<file path="src/rtl/pipe_stage_hsreg.sv">
// ============================================================================
// Module   : pipe_stage_hsreg
// Brief    : Inter-stage pipeline register with valid/ready handshake,
//            optional 2-entry skid buffer, flush and bubble control masking.
// Revision : 1.0
// ============================================================================
`default_nettype none

module pipe_stage_hsreg #(
    parameter int CTRL_W = 3,
    parameter int RN_W   = 5,
    parameter int DATA_W = 64,
    parameter int SKID   = 1
) (
    input  logic              clock_i,
    input  logic              reset_i,
    input  logic              flush_i,
    input  logic              in_valid_i,
    output logic              in_ready_o,
    input  logic [CTRL_W-1:0] in_ctrl_i,
    input  logic [RN_W-1:0]   in_rn_i,
    input  logic [DATA_W-1:0] in_data_i,
    output logic              out_valid_o,
    input  logic              out_ready_i,
    output logic [CTRL_W-1:0] out_ctrl_o,
    output logic [RN_W-1:0]   out_rn_o,
    output logic [DATA_W-1:0] out_data_o,
    output logic [1:0]        occupancy_o
);

    localparam int BW = CTRL_W + RN_W + DATA_W;

    typedef enum logic [1:0] {
        ST_EMPTY = 2'd0,
        ST_ONE   = 2'd1,
        ST_FULL  = 2'd2
    } state_e;

    state_e          state_q, state_d;
    logic [BW-1:0]   main_q, main_d, skid_q;
    logic [BW-1:0]   in_beat;
    logic            main_load, skid_load;
    logic            push, pop, out_valid;

    assign in_beat   = {in_ctrl_i, in_rn_i, in_data_i};
    assign out_valid = (state_q != ST_EMPTY);
    assign push      = in_valid_i & in_ready_o;
    assign pop       = out_valid & out_ready_i;

    always_comb begin
        state_d   = state_q;
        main_d    = main_q;
        main_load = 1'b0;
        skid_load = 1'b0;
        case (state_q)
            ST_EMPTY: begin
                if (push) begin
                    state_d   = ST_ONE;
                    main_d    = in_beat;
                    main_load = 1'b1;
                end
            end
            ST_ONE: begin
                if (push && pop) begin
                    main_d    = in_beat;
                    main_load = 1'b1;
                end else if (pop) begin
                    state_d = ST_EMPTY;
                end else if (push) begin
                    state_d   = ST_FULL;
                    skid_load = 1'b1;
                end
            end
            ST_FULL: begin
                if (pop) begin
                    state_d   = ST_ONE;
                    main_d    = skid_q;
                    main_load = 1'b1;
                end
            end
            default: state_d = ST_EMPTY;
        endcase
        // Flush discards every held beat and any beat offered this cycle;
        // payload registers keep their contents, only validity is cleared.
        if (flush_i) begin
            state_d   = ST_EMPTY;
            main_load = 1'b0;
            skid_load = 1'b0;
        end
    end

    always_ff @(posedge clock_i) begin
        if (reset_i) begin
            state_q <= ST_EMPTY;
            main_q  <= '0;
        end else begin
            state_q <= state_d;
            if (main_load) begin
                main_q <= main_d;
            end
        end
    end

    generate
        if (SKID != 0) begin : g_skid
            logic rdy_q;

            // Ready is precomputed from the next state so that out_ready never
            // reaches in_ready combinationally; gated by reset while it is held.
            always_ff @(posedge clock_i) begin
                if (reset_i) begin
                    rdy_q  <= 1'b1;
                    skid_q <= '0;
                end else begin
                    rdy_q <= (state_d != ST_FULL);
                    if (skid_load) begin
                        skid_q <= in_beat;
                    end
                end
            end

            assign in_ready_o = rdy_q & ~reset_i;
        end else begin : g_noskid
            assign skid_q     = '0;
            assign in_ready_o = ~reset_i & (~out_valid | out_ready_i);
        end
    endgenerate

    assign out_valid_o = out_valid;
    assign out_ctrl_o  = main_q[BW-1 -: CTRL_W] & {CTRL_W{out_valid}};
    assign out_rn_o    = main_q[DATA_W +: RN_W];
    assign out_data_o  = main_q[DATA_W-1:0];
    assign occupancy_o = state_q;

endmodule

`default_nettype wire

</file>
<file path="config.mk">
export PLATFORM = sky130hd
export DESIGN_NAME = pipe_stage_hsreg
export DESIGN_NICKNAME = d
export VERILOG_FILES = /design/src/rtl/pipe_stage_hsreg.sv
export SDC_FILE = /design/constraint.sdc
export NUM_CORES = 1
export LEC_CHECK = 0
export CAP_MARGIN = 30
export CORE_MARGIN = 2
export CORE_UTILIZATION = 30
export CTS_BUF_LIST = sky130_fd_sc_hd__clkbuf_4 sky130_fd_sc_hd__clkbuf_8
export DETAILED_ROUTE_END_ITERATION = 10
export PLACE_DENSITY = 0.58
export SYNTH_ARGS = -nofsm -noshare
export SYNTH_HDL_FRONTEND = slang
export SYNTH_SLANG_ARGS = --single-unit
</file>
<file path="constraint.sdc">
create_clock -name clock_i -period 2.3 [get_ports clock_i]
set_input_delay 0.46 -clock clock_i [delete_from_list [all_inputs] [get_ports clock_i]]
set_output_delay 0.46 -clock clock_i [all_outputs]
set_load 0.005 [all_outputs]
</file>
==> results.yml <==
worst_setup_path:
  cp.arrival_ns: 1.68
  critPathRequiredTime_ns: 1.84
  crit_type: "reg -> out"
  crit_path_start_kind: "flop"
  path_max_fanout: 6
  rr_worst_depth: 5
  critPathCaptureType: "output pin"
layout:
  n_antenna_cell: 0
  layout_common_cells: "clkdlybuf4s50_1, nand2_1, dfxtp_1, a21oi_1"
  postLayoutCoreUtil_pct: 39.1
  final_common_cell: "clkdlybuf4s50_1"
  drive_gt1_share_pct: 7.54
  fin_nets: 874
  area_growth_pct: 27.8
timing:
  slew_violations: 0
  min_period_ns: 2.14
  worst_pin_slew_ns: 0.707
  final_hold_viol_count: 0
  timing.fmax_ghz: 0.467
  setup_ws_ns: 0.161
  slew_headroom_pct: 52.9
  rsz0062_at_grt: "false"
  finClkSkew_ns: 0.00786
  fin_crit_sh_pct: 93.0
  final-setup-viol-count: 0
run:
  drv_cap: 0
cts:
  cts_setup_buffers: 0
  clk_pin_slew_worst_paths_ns: 0.07
  numCtsBuffers: 17
  clockRootBuffer: "clkbuf_8"
  cts-hold-fix-buffers: 0
  clk_path_buf_depth: 2
  htreeDepth: 4
  cts_tree: "built"
  worstSkewPairLatency_ns: 0.45
  cts.sinks: 147
synthesis:
  yosysSeqAreaShare_pct: 45.8
  syn_nets: 814
  ys_types: 21
  ys_ff_latch: 147
  synth.avg_cell_area_um2: 8.73
  synth_warnings: 0
  synth_cells: 737
  syn_area_um2: 6430
die:
  start_util_pct: 30.6
  placementRows: 53
  dieArea_um2: 22600
  core_area_um2: 21000
  die_y_um: 150
  io_pins: 153
  dieWidth_um: 150
detailed_routing:
  finalWirelength_um: 16900
  viasPerCell: 4.77
  drc_errors: 0
  drt-initial-drc-count: 291
  firstDrtPassIters: 5
  drtAntennaViolNets: 0
  via_count: 5175
  wl_per_cell_um: 15.6
placement:
  dp_slack_ns: -0.0260
  portBuffers: 152
  place_congestion: 0.710
  hpwl_um: 10400
global_routing:
  antenna_found_initial: 0
  grt_max_degree: 148
  grt_pass1_vias: 4939
  overflow: 0
  grt_pass1_wl_um: 26700
  grt.total_usage_pct: 15.1
pwr:
  cellLeakagePower_uw: 0.00318
  powerDensity_nw_per_um2: 643
  peakVddDrop_mv: 0.307
hold_path:
  min_path_type: "reg -> reg"
  hold_depth: 2
run_status:
  status: "completed"
-- critical path, stage by stage (launching register included) --
cell and delay [ns]:
dfxtp_2 0.37, nor2_2 0.29, nor2b_1 0.08, clkdlybuf4s50_1 0.49
-- repair_timing --
| item | CTS | global route |
|---|---|---|
| gates resized for setup | 1 | 2 |
| endpoints found under the setup margin | 3 | 3 |
| gates cloned | 0 | 0 |
-- cell families after synthesis --
kind of cell	count (synthesis)	share of synthesized area, %
compound gates	219	20.0
simple gates	166	10.5
flops	147	45.8
buf+inv	133	12.5
mux	72	11.2
-- cells in the mapped netlist --
master      n  area (um2)
a211oi_1   72         541
a211oi_2    1        12.5
a21oi_1   144         721
a311oi_1    1        8.76
and2_1      1        6.26
and3b_1     1        8.76
buf_2      22         110
buf_4      74         556
clkbuf_1   35         131
dfxtp_1   147        2940
inv_1       2        7.51
mux2i_1    72         721
nand2_1   146         548
nand2b_1    4        25.0
nand3b_1    2        15.0
nor2_1      3        11.3
nor2b_1     5        31.3
nor3_1      2        10.0
nor4_2      1        12.5
o21ai_0     1        5.00
or4_1       1        7.51
-- per-layer routing --
metal	track usage [%]	share of wire (%)
met4	5.19	1.2
met1	19.8	47
met2	24.4	47
met3	3.64	4.9
met5	0	0
-- flip-flops by register name, summed over array words and instances, names as in the netlist --
register / flops
main_q: 72
g_skid.rdy_q: 1
occupancy_o: 2
skid_q: 72
-- worst paths after layout --
path	startpoint	endpoint	slack [ns]
min	skid_q[66]	skid_q[66]	0.45
min reg2reg	skid_q[66]	skid_q[66]	0.45
max reg2reg	occupancy_o[1]	skid_q[42]	0.49
max	occupancy_o[0]	out_ctrl_o[2]	0.16
-- where the power goes --
part | internal (uW) | switching, uW | total [uW]
logic | 347 | 276 | 624
clock network | 1030 | 978 | 2010
registers | 2620 | 40.9 | 2660
total | 3990 | 1300 | 5290
-- stage by stage --
step	hold WS, ns	cells	area (um2)	TNS [ns]	power [uW]
after detailed placement	0.446	1053	7830	-0.0260	3350
after global routing	0.471	1084	8220	0	5530
after global placement	0.440	1053	7830	0	3340
final	0.454	1084	8220	0	5290
after floorplan	0.436	737	6430	0	3040
after CTS	0.457	1084	8220	0	5380
-- layout make-up --
type	instances	area (um2)
fill	2127	12800
sequential	147	2950
multi-input combinational	457	2720
timing repair buffer	172	1820
tap	275	344
clock buffer	21	277
clock inverter	10	109
inverter	2	7.51
Power figures use the tool's default switching activity.
